==> src/rtl/lsu_pkg.sv <==
// Shared definitions for the load/store unit: access-size encodings, FSM states
// and the request legality check applied at accept time.
package lsu_pkg;

  typedef enum logic [2:0] {
    OP_B  = 3'b000,
    OP_H  = 3'b001,
    OP_W  = 3'b010,
    OP_BU = 3'b100,
    OP_HU = 3'b101
  } lsu_op_e;

  typedef enum logic [1:0] {
    IDLE   = 2'd0,
    ACCESS = 2'd1,
    WRITE  = 2'd2,
    RESP   = 2'd3
  } lsu_state_e;

  // Misaligned halfword/word, undefined encoding, or an unsigned-store encoding.
  function automatic logic req_error(input logic [2:0] op, input logic store,
                                     input logic [1:0] off);
    logic err;
    case (op)
      OP_B, OP_BU: err = 1'b0;
      OP_H, OP_HU: err = off[0];
      OP_W:        err = (off != 2'b00);
      default:     err = 1'b1;
    endcase
    return err | (store & op[2]);
  endfunction

endpackage

==> src/rtl/lsu_lane.sv <==
// Little-endian lane steering: merges store data into a fetched word and
// extracts/extends the addressed lane for loads. Purely combinational.
module lsu_lane
  import lsu_pkg::*;
(
  input  logic [31:0] word_i,
  input  logic [1:0]  offset_i,
  input  logic [2:0]  op_i,
  input  logic [31:0] wdata_i,
  output logic [31:0] st_word_o,
  output logic [31:0] ld_val_o
);

  logic [7:0]  byte_sel;
  logic [15:0] half_sel;

  always_comb begin
    byte_sel = word_i[{offset_i, 3'b000} +: 8];
    half_sel = offset_i[1] ? word_i[31:16] : word_i[15:0];

    st_word_o = word_i;
    case (op_i[1:0])
      2'b00: st_word_o[{offset_i, 3'b000} +: 8] = wdata_i[7:0];
      2'b01: begin
        if (offset_i[1]) st_word_o[31:16] = wdata_i[15:0];
        else             st_word_o[15:0]  = wdata_i[15:0];
      end
      default: st_word_o = wdata_i;
    endcase

    case (op_i)
      OP_B:    ld_val_o = {{24{byte_sel[7]}}, byte_sel};
      OP_BU:   ld_val_o = {24'h0, byte_sel};
      OP_H:    ld_val_o = {{16{half_sel[15]}}, half_sel};
      OP_HU:   ld_val_o = {16'h0, half_sel};
      default: ld_val_o = word_i;
    endcase
  end

endmodule

==> src/rtl/load_store_unit.sv <==
// Byte-addressed load/store front end for a word-wide data memory. Sub-word
// stores are read-modify-write; handshake: a request is taken when req_valid && req_ready.
module load_store_unit
  import lsu_pkg::*;
#(
  parameter int ADDR_W = 13,
  parameter int DATA_W = 32
) (
  input  logic              clock,
  input  logic              reset_n,
  input  logic              req_valid,
  output logic              req_ready,
  input  logic              req_store,
  input  logic [2:0]        req_op,
  input  logic [ADDR_W+1:0] req_addr,
  input  logic [DATA_W-1:0] req_wdata,
  output logic              resp_valid,
  output logic [DATA_W-1:0] resp_data,
  output logic              resp_err,
  output logic              mem_read,
  output logic              mem_write,
  output logic [ADDR_W-1:0] mem_addr,
  output logic [DATA_W-1:0] mem_wdata,
  input  logic [DATA_W-1:0] mem_rdata,
  output lsu_state_e        dbg_state
);

  lsu_state_e        state_q;
  logic [2:0]        op_q;
  logic              store_q;
  logic [1:0]        off_q;
  logic [DATA_W-1:0] wdata_q;
  logic              err_q;
  logic [DATA_W-1:0] rbuf_q;
  logic [ADDR_W-1:0] mem_addr_q;
  logic [DATA_W-1:0] mem_wdata_q;

  logic [DATA_W-1:0] st_word;
  logic [DATA_W-1:0] ld_val;
  logic              is_sw;

  lsu_lane u_lane (
    .word_i    (rbuf_q),
    .offset_i  (off_q),
    .op_i      (op_q),
    .wdata_i   (wdata_q),
    .st_word_o (st_word),
    .ld_val_o  (ld_val)
  );

  assign is_sw = store_q && (op_q == OP_W);

  // Strobes come straight from the state register so an async reset kills them immediately.
  assign req_ready  = (state_q == IDLE);
  assign mem_read   = (state_q == ACCESS) && !is_sw;
  assign mem_write  = ((state_q == ACCESS) && is_sw) || (state_q == WRITE);
  assign mem_addr   = mem_addr_q;
  assign mem_wdata  = (state_q == WRITE) ? st_word : mem_wdata_q;
  assign resp_valid = (state_q == RESP);
  assign resp_err   = (state_q == RESP) && err_q;
  assign resp_data  = ((state_q == RESP) && !store_q && !err_q) ? ld_val : '0;
  assign dbg_state  = state_q;

  always_ff @(posedge clock or negedge reset_n) begin
    if (!reset_n) begin
      state_q     <= IDLE;
      op_q        <= '0;
      store_q     <= 1'b0;
      off_q       <= '0;
      wdata_q     <= '0;
      err_q       <= 1'b0;
      rbuf_q      <= '0;
      mem_addr_q  <= '0;
      mem_wdata_q <= '0;
    end else begin
      case (state_q)
        IDLE: begin
          if (req_valid) begin
            op_q    <= req_op;
            store_q <= req_store;
            off_q   <= req_addr[1:0];
            wdata_q <= req_wdata;
            if (req_error(req_op, req_store, req_addr[1:0])) begin
              err_q   <= 1'b1;
              state_q <= RESP;
            end else begin
              err_q       <= 1'b0;
              mem_addr_q  <= req_addr[ADDR_W+1:2];
              mem_wdata_q <= req_wdata;
              state_q     <= ACCESS;
            end
          end
        end
        ACCESS: begin
          if (mem_read) rbuf_q <= mem_rdata;
          state_q <= (store_q && !is_sw) ? WRITE : RESP;
        end
        WRITE: begin
          // Keep the merged word on the bus after the write so mem_wdata holds its last value.
          mem_wdata_q <= st_word;
          state_q     <= RESP;
        end
        RESP:    state_q <= IDLE;
        default: state_q <= IDLE;
      endcase
    end
  end

endmodule

==> config.mk <==
export PLATFORM = sky130hd
export DESIGN_NAME = load_store_unit
export DESIGN_NICKNAME = d
export VERILOG_FILES = /design/src/rtl/lsu_pkg.sv /design/src/rtl/lsu_lane.sv /design/src/rtl/load_store_unit.sv
export SDC_FILE = /design/constraint.sdc
export NUM_CORES = 1
export LEC_CHECK = 0
export CAP_MARGIN = 20
export CORE_UTILIZATION = 53
export DETAILED_ROUTE_END_ITERATION = 7
export PLACE_DENSITY_LB_ADDON = 0.15
export SLEW_MARGIN = 25
export SYNTH_ARGS = -nofsm -noshare
export SYNTH_HDL_FRONTEND = slang
export SYNTH_SLANG_ARGS = --single-unit
==> constraint.sdc <==
create_clock -name clock -period 8.85 [get_ports clock]
set_clock_uncertainty 0.15 [all_clocks]
set_input_delay 1.77 -clock clock [delete_from_list [all_inputs] [get_ports clock]]
set_output_delay 1.77 -clock clock [all_outputs]
set_load 0.02 [all_outputs]
==> metrics.csv <==
stage;metric;value;unit
run_status;status;finished, final reports clean;
synthesis;async_reset_ff_frac;1.00;
synthesis;synth_fa_ha_area_frac;0.0172;
global_routing;grt_pass1_vias;5866;
synthesis;synth_area;6540;um^2
worst_setup_path;r2r-start;dbg_state[0];
global_routing;gr-total-overflow;0;
cts;clockRootBuffer;clkbuf_16;
drt;routedWlPerCell;21.1;um
worst_setup_path;cp-end-kind;output pin;
cts;clk_latency;0.42;ns
synthesis;synth_xor_xnor_area_share;0;
synthesis;synth_top_family_by_area;multiplexers;
drt;vias;5884;
drt;drtPass1Iterations;5;
cts;clk_pin_slew;0.06;ns
sta;min_period;5.86;ns
floorplan;rows;40;
synthesis;ys_types;45;
synthesis;synth_top_cell_by_area;dfrtp_1;
floorplan;core-area;12000;um^2
layout;design.final.nets;880;
power_and_ir_drop;combPwrFrac;0.532;
sta;fmax;0.171;GHz
power_and_ir_drop;switching_share;0.438;
worst_setup_path;cp-startpoint;dbg_state[0];
worst_setup_path;ff2ff_path_depth;9;
min_path;holdPathStages;1;
sta;drv_slew;0;
power_and_ir_drop;p_leak;3.78;nW
synthesis;syn_avg_cell_area;10.3;um^2
synthesis;yosys_most_used_dff;dfrtp_1;
worst_setup_path;critPathKind;flop to output pin;
power_and_ir_drop;p_int;0.00221;W
synthesis;synth-compound-area-share;0.172;
sta;maxSlewHeadroom;0.336;
place;detailed_place_hpwl;13700;um
drt;vias_per_cell;6.23;
cts;cts_tree;yes;
worst_setup_path;endpoint;mem_wdata[30];
floorplan;die_area;12800;um^2
layout;final_core_util;0.736;
sta;tns;0;ns
power_and_ir_drop;p_total;0.00393;W
synthesis;synthDominantCellAreaShare;0.452;
floorplan;start_util;0.544;
layout;drive_above_1_share;0.206;
synthesis;yosysWarnings;0;
synthesis;synth.area.top_cells;dfrtp_1 45%, mux2_2 17%, nor2_1 6.4%;
job;max_cap_viol_count;0;
global_routing;antenna_found_initial;0;
worst_setup_path;cp_data_arrival_time;3.94;ns
worst_setup_path;reg2reg_to;mem_wdata_q[3];
global_routing;grt_max_degree;76;
power_and_ir_drop;power_density;445;nW/um^2
worst_setup_path;cp.required;6.93;ns
place;place_area;8270;um^2
synthesis;synthesis.nets;732;
drt;drt-total-wl;20000;um
layout;antenna_cells;0;
power_and_ir_drop;switchingPower;0.00172;W
synthesis;yosysMostFrequentCell;dfrtp_1;
drt;ant_nets;0;
synthesis;yosys.area_share.simple;0.139;
sta;hold_violations;0;
worst_setup_path;cp-start-kind;flop;
drt;initialDrtViolationCount;555;
layout;design_area;8850;um^2
worst_setup_path;cp_max_fo;75;
drt;drc;0;
place;portBuffers;169;
global_routing;track_usage;0.319;
floorplan;die_h;113;um
layout;multi_input_area;3320;um^2
cts;post_cts_buffers;0;
cts;htree_num_levels;4;
power_and_ir_drop;p_seq_frac;0.297;
min_path;hold_class;flop to flop;
global_routing;grt_pass1_wl;31200;um
synthesis;synth-seq-area-share;0.452;
cts;cts_sinks;118;
power_and_ir_drop;peakVddDrop;0.266;mV
cts;cts_buffers;17;
cts;postCtsResizedCells;0;
layout;area_delta_synth_final;35.3;%
synthesis;synth-edff-count;0;
sta;tightest_slew;0.988;ns
sta;rsz0062_at_grt;false;
synthesis;syn_inst;637;
power_and_ir_drop;power_frac_clock;0.171;
cts;holdBufCountCts;0;
cts;max-clock-path-buffers;2;
place;place.gp.congestion;0.900;
floorplan;fp.dieW;113;um
floorplan;ios;170;
synthesis;synth_seq_cells;118;
worst_setup_path;r2r_setup_slack;5.35;ns
sta;fin_crit_sh;0.662;
synthesis;synthTopCellsByCount;118 x dfrtp_1, 111 x nor2_1, 100 x mux2_2;
sta;setup_viol;0;
layout;seq_area;2950;um^2
synthesis;synth_mux_area_frac;0.177;
layout;fillCellCount;886;
## power groups by stage
stage	Combinational [W]	Clock [W]	Sequential [W]
6_report	0.00209	0.000673	0.00117
5_1_grt	0.00225	0.000700	0.00119
4_1_cts	0.00209	0.000675	0.00115
3_5_place_dp	0.00206	0	0.00115
3_3_place_gp	0.00201	0	0.00113
2_1_floorplan	0.00138	0	0.00103
## worst max-delay path: stages, from the launching register on
cell and delay (ns):
dfrtp_1 0.45, inv_1 0.12, ha_2 0.17, buf_4 0.58, inv_1 0.59, a221o_1 0.42
a221oi_1 0.49, nor2_1 0.10, clkdlybuf4s50_1 0.56
## registers in the layout (all words and copies together), names as in the netlist
signal       flops
mem_wdata_q     32
rbuf_q          32
wdata_q         32
mem_addr        13
op_q             3
dbg_state        2
off_q            2
err_q            1
store_q          1
## worst min path at each step
stage / slack [ns] / endpoint / startpoint
after floorplan: 0.32 / mem_wdata_q[0] / mem_wdata_q[0]
after global placement: 0.33 / mem_wdata_q[27] / mem_wdata_q[27]
after detailed placement: 0.34 / mem_wdata_q[26] / mem_wdata_q[26]
after CTS: 0.35 / mem_wdata_q[26] / mem_wdata_q[26]
after global routing: 0.37 / mem_addr[6] / mem_addr[6]
final: 0.35 / mem_addr[12] / mem_addr[12]
## placed cells by master (no fill, tap or decap), drive strengths merged, types with 10 or more instances in the layout
master,n
inv,15
a221oi,33
a21oi,14
dfrtp,118
mux2,100
nand3,33
o21ai,10
clkbuf,20
nor2,111
buf,10
o31ai,33
nand2,30
a21o,16
clkdlybuf4s50,168
## final cells by class
type / count / share of cell area
clock buffer: 20 / 0.0505
inverter: 15 / 0.00636
clock inverter: 12 / 0.0147
timing repair buffer: 178 / 0.199
multi-input combinational: 455 / 0.375
tap: 147 / 0.0208
sequential: 118 / 0.334
## stage by stage
step | instances | hold WS [ns] | worst slack, ns
final | 945 | 0.350 | 2.99
after global routing | 945 | 0.370 | 2.79
after CTS | 945 | 0.353 | 2.99
after detailed placement | 913 | 0.340 | 3.42
after global placement | 913 | 0.332 | 3.58
after floorplan | 637 | 0.321 | 4.62
## cell families after synthesis
group,count (synthesis)
fa+ha+maj,9
flops,118
compound gates,142
simple gates,202
buf+inv,64
mux,102
## routing by layer
metal | share of wire | GRT usage
met1 | 0.41 | 0.417
met2 | 0.47 | 0.509
met5 | 0 | 0
met4 | 0.031 | 0.129
met3 | 0.086 | 0.0798
Power figures use the tool's default switching activity.
==> edit, RTL diff (same settings) <==
`ADDR_W`: 13 -> 14.
--- a/src/rtl/load_store_unit.sv
+++ b/src/rtl/load_store_unit.sv
@@ -3,7 +3,7 @@
 module load_store_unit
   import lsu_pkg::*;
 #(
-  parameter int ADDR_W = 13,
+  parameter int ADDR_W = 14,
   parameter int DATA_W = 32
 ) (
   input  logic              clock,
Interface: changed (resized mem_addr and req_addr); port bits go from 170 to 172. The function was not compared with the original's and may differ.
==> edit against the unedited design <==
  * Critical endpoint is now mem_wdata[13]
  * Cell area is 2.1% higher
  * Area after synthesis up 2.1%
  * Critical path type unchanged
  * Power rose by 2.3%
  * Sequential cell count increased by 1
  * Sequential share of layout area fell by 0.41 points
  * Largest power group unchanged
  * Routed wire length up 3.4%
  * Die area increased by 2.0%
  * Setup slack worse by 0.0087 ns
==> edit: results (changes against the unedited design) <==
Clocking
  • CTS Buf Count: 17 (unchanged)
  • Post-CTS setup buffer count: 0 (unchanged)
  • Clk Latency, worst-skew pair: 0.42 ns (about the same)
  • Worst-case clock buffer depth: 2 (unchanged)
  • CTS H-tree depth: 4 (unchanged)
  • Clock root cell: clkbuf_16
  • Clk slew on worst S/H paths: 0.05 ns
  • Resize count post-CTS: 0 (unchanged)

Final layout
  • Antenna diodes: 0 (unchanged)
  • Fin cells: 989 (+4.7%)
  • Fin nets: 905 (+2.8%)
  • Biggest regs: mem_wdata_q: 32 flops, rbuf_q: 32 flops, wdata_q: 32 flops
  • Share of layout cells above drive strength 1: 18.0% (-2.5 points)

Place
  • HPWL Detailed: 14000 um (+2.0%)
  • Inst Count DP: 958 (+4.9%)
  • Buffers on Ports: 171 (+1.2%)
  • Gpl congestion: 0.900 (about the same)

Global routing
  • Total global-route track usage: 32.5% (+0.59 points)
  • Initial antenna violation count: 0 (unchanged)
  • Global-route wire length before repair: 32000 um (+2.5%)
  • Largest net degree at the start of global routing: 83 (+9.2%)

Setup path
  • Critical path arrival: 3.94 ns (about the same)
  • CP max FO: 82 (+9.3%)

Pwr
  • Maximum vdd drop: 272 uV (+2.3%)
  • Leak Pwr: 3.88 nW (+2.5%)

Detailed routing
  • First drt pass iteration count: 5 (unchanged)
  • Final WL: 20600 um (+3.4%)
  • 1st-iter DRT viols: 529 (-4.7%)
  • Via count: 6128 (+4.1%)

Synthesis
  • Sequential fraction of the synthesis area: 44.6% (-0.55 points)
  • Synth area leaders: dfrtp_1, mux2_2, nor2_1, o31ai_1, a221oi_1
  • Yosys warning count: 0 (unchanged)
  • Share of the synthesized area in the top cell type: 44.6% (-0.55 points)
  • Post-synthesis cell type count: 47 (+4.4%)
  • Syn_nets: 756 (+3.3%)
  • Most used flip-flop cell after synthesis: dfrtp_1
  • Synth cell count leaders: dfrtp_1, nor2_1, mux2_2, nand3_1, o31ai_1
  • Ys async rst share: 100% (unchanged)
  • Gate Count Post-Synth: 660 (+3.6%)

STA
  • Post-Route Setup TNS: 0 ns (unchanged)
  • Worst-margin pin slew: 0.970 ns (-0.0180 ns)

Min path
  • Hold/Removal Path Class: flip-flop to flip-flop

Die
  • Num rows: 40 (unchanged)

Run status
  • Status: complete, no violations
[edit: stage by stage]
step | total power [mW] | setup slack (ns) | util, % | hold slack [ns] | cell area (um^2)
2_1_floorplan | 2.46 | 4.70 | - | 0.321 | 6680
6_report | 4.02 | 2.99 | 74.2 | 0.350 | 9030
3_3_place_gp | 3.22 | 3.68 | 69.5 | 0.331 | 8460
4_1_cts | 3.99 | 3.06 | 74.2 | 0.353 | 9030
3_5_place_dp | 3.30 | 3.51 | 69.5 | 0.341 | 8460
5_1_grt | 4.23 | 2.82 | 74.2 | 0.368 | 9030
[edit: power by group]
| group | switching, mW | internal (mW) |
|---|---|---|
| Combinational | 1.17 | 0.996 |
| Clock | 0.238 | 0.436 |
| Sequential | 0.353 | 0.828 |
[edit: logic make-up after synthesis]
kind of cell	share of synthesized area [%]
and+or+nand+nor	14.2
AOI/OAI and AO/OA	17.3
DFF	44.6
muxes	18.1
buffers and inverters	4.03
adders and majority gates	1.69
[edit: path summary, 6_finish.rpt]
| kind | start | to | slack (ns) | cells after the start |
|---|---|---|---|---|
| min in group asynchronous | reset_n | mem_addr[3]$_DFFE_PN0P_ | 1.25 | 1 |
| max in group asynchronous | reset_n | mem_wdata_q[21]$_DFFE_PN0P_ | 5.97 | 2 |
| worst min register to register | mem_wdata_q[20]$_DFFE_PN0P_ | mem_wdata_q[20]$_DFFE_PN0P_ | 0.35 | 2 |
| worst max register to register | dbg_state[0]$_DFFE_PN0P_ | mem_wdata_q[1]$_DFFE_PN0P_ | 5.44 | 8 |
| worst max-delay path | dbg_state[0]$_DFFE_PN0P_ | mem_wdata[13] | 2.99 | 8 |
| worst min-delay path | mem_wdata_q[20]$_DFFE_PN0P_ | mem_wdata_q[20]$_DFFE_PN0P_ | 0.35 | 2 |
[edit: final cells by class]
class | instances | area [um^2]
clock buffer | 20 | 437
clock inverter | 11 | 133
fill | 853 | 3130
inverter | 13 | 48.8
multi-input combinational | 478 | 3450
sequential | 119 | 2980
tap | 168 | 210
timing repair buffer | 180 | 1780
[edit: worst max-delay path, stage by stage, from the launching register on]
cell,delay (ns)
dfrtp_1,0.42
inv_1,0.14
ha_2,0.18
buf_4,0.60
clkinv_1,0.71
a211o_1,0.42
a221oi_1,0.35
nor2_1,0.12
clkdlybuf4s50_1,0.55
[edit: per-layer routing]
layer	track usage [%]	up-vias	share of wire, %
li1	-	2710	-
met1	41.8	2968	40
met2	52.4	398	47
met3	9.05	52	11
met4	12.0	0	2.7
met5	0	-	0
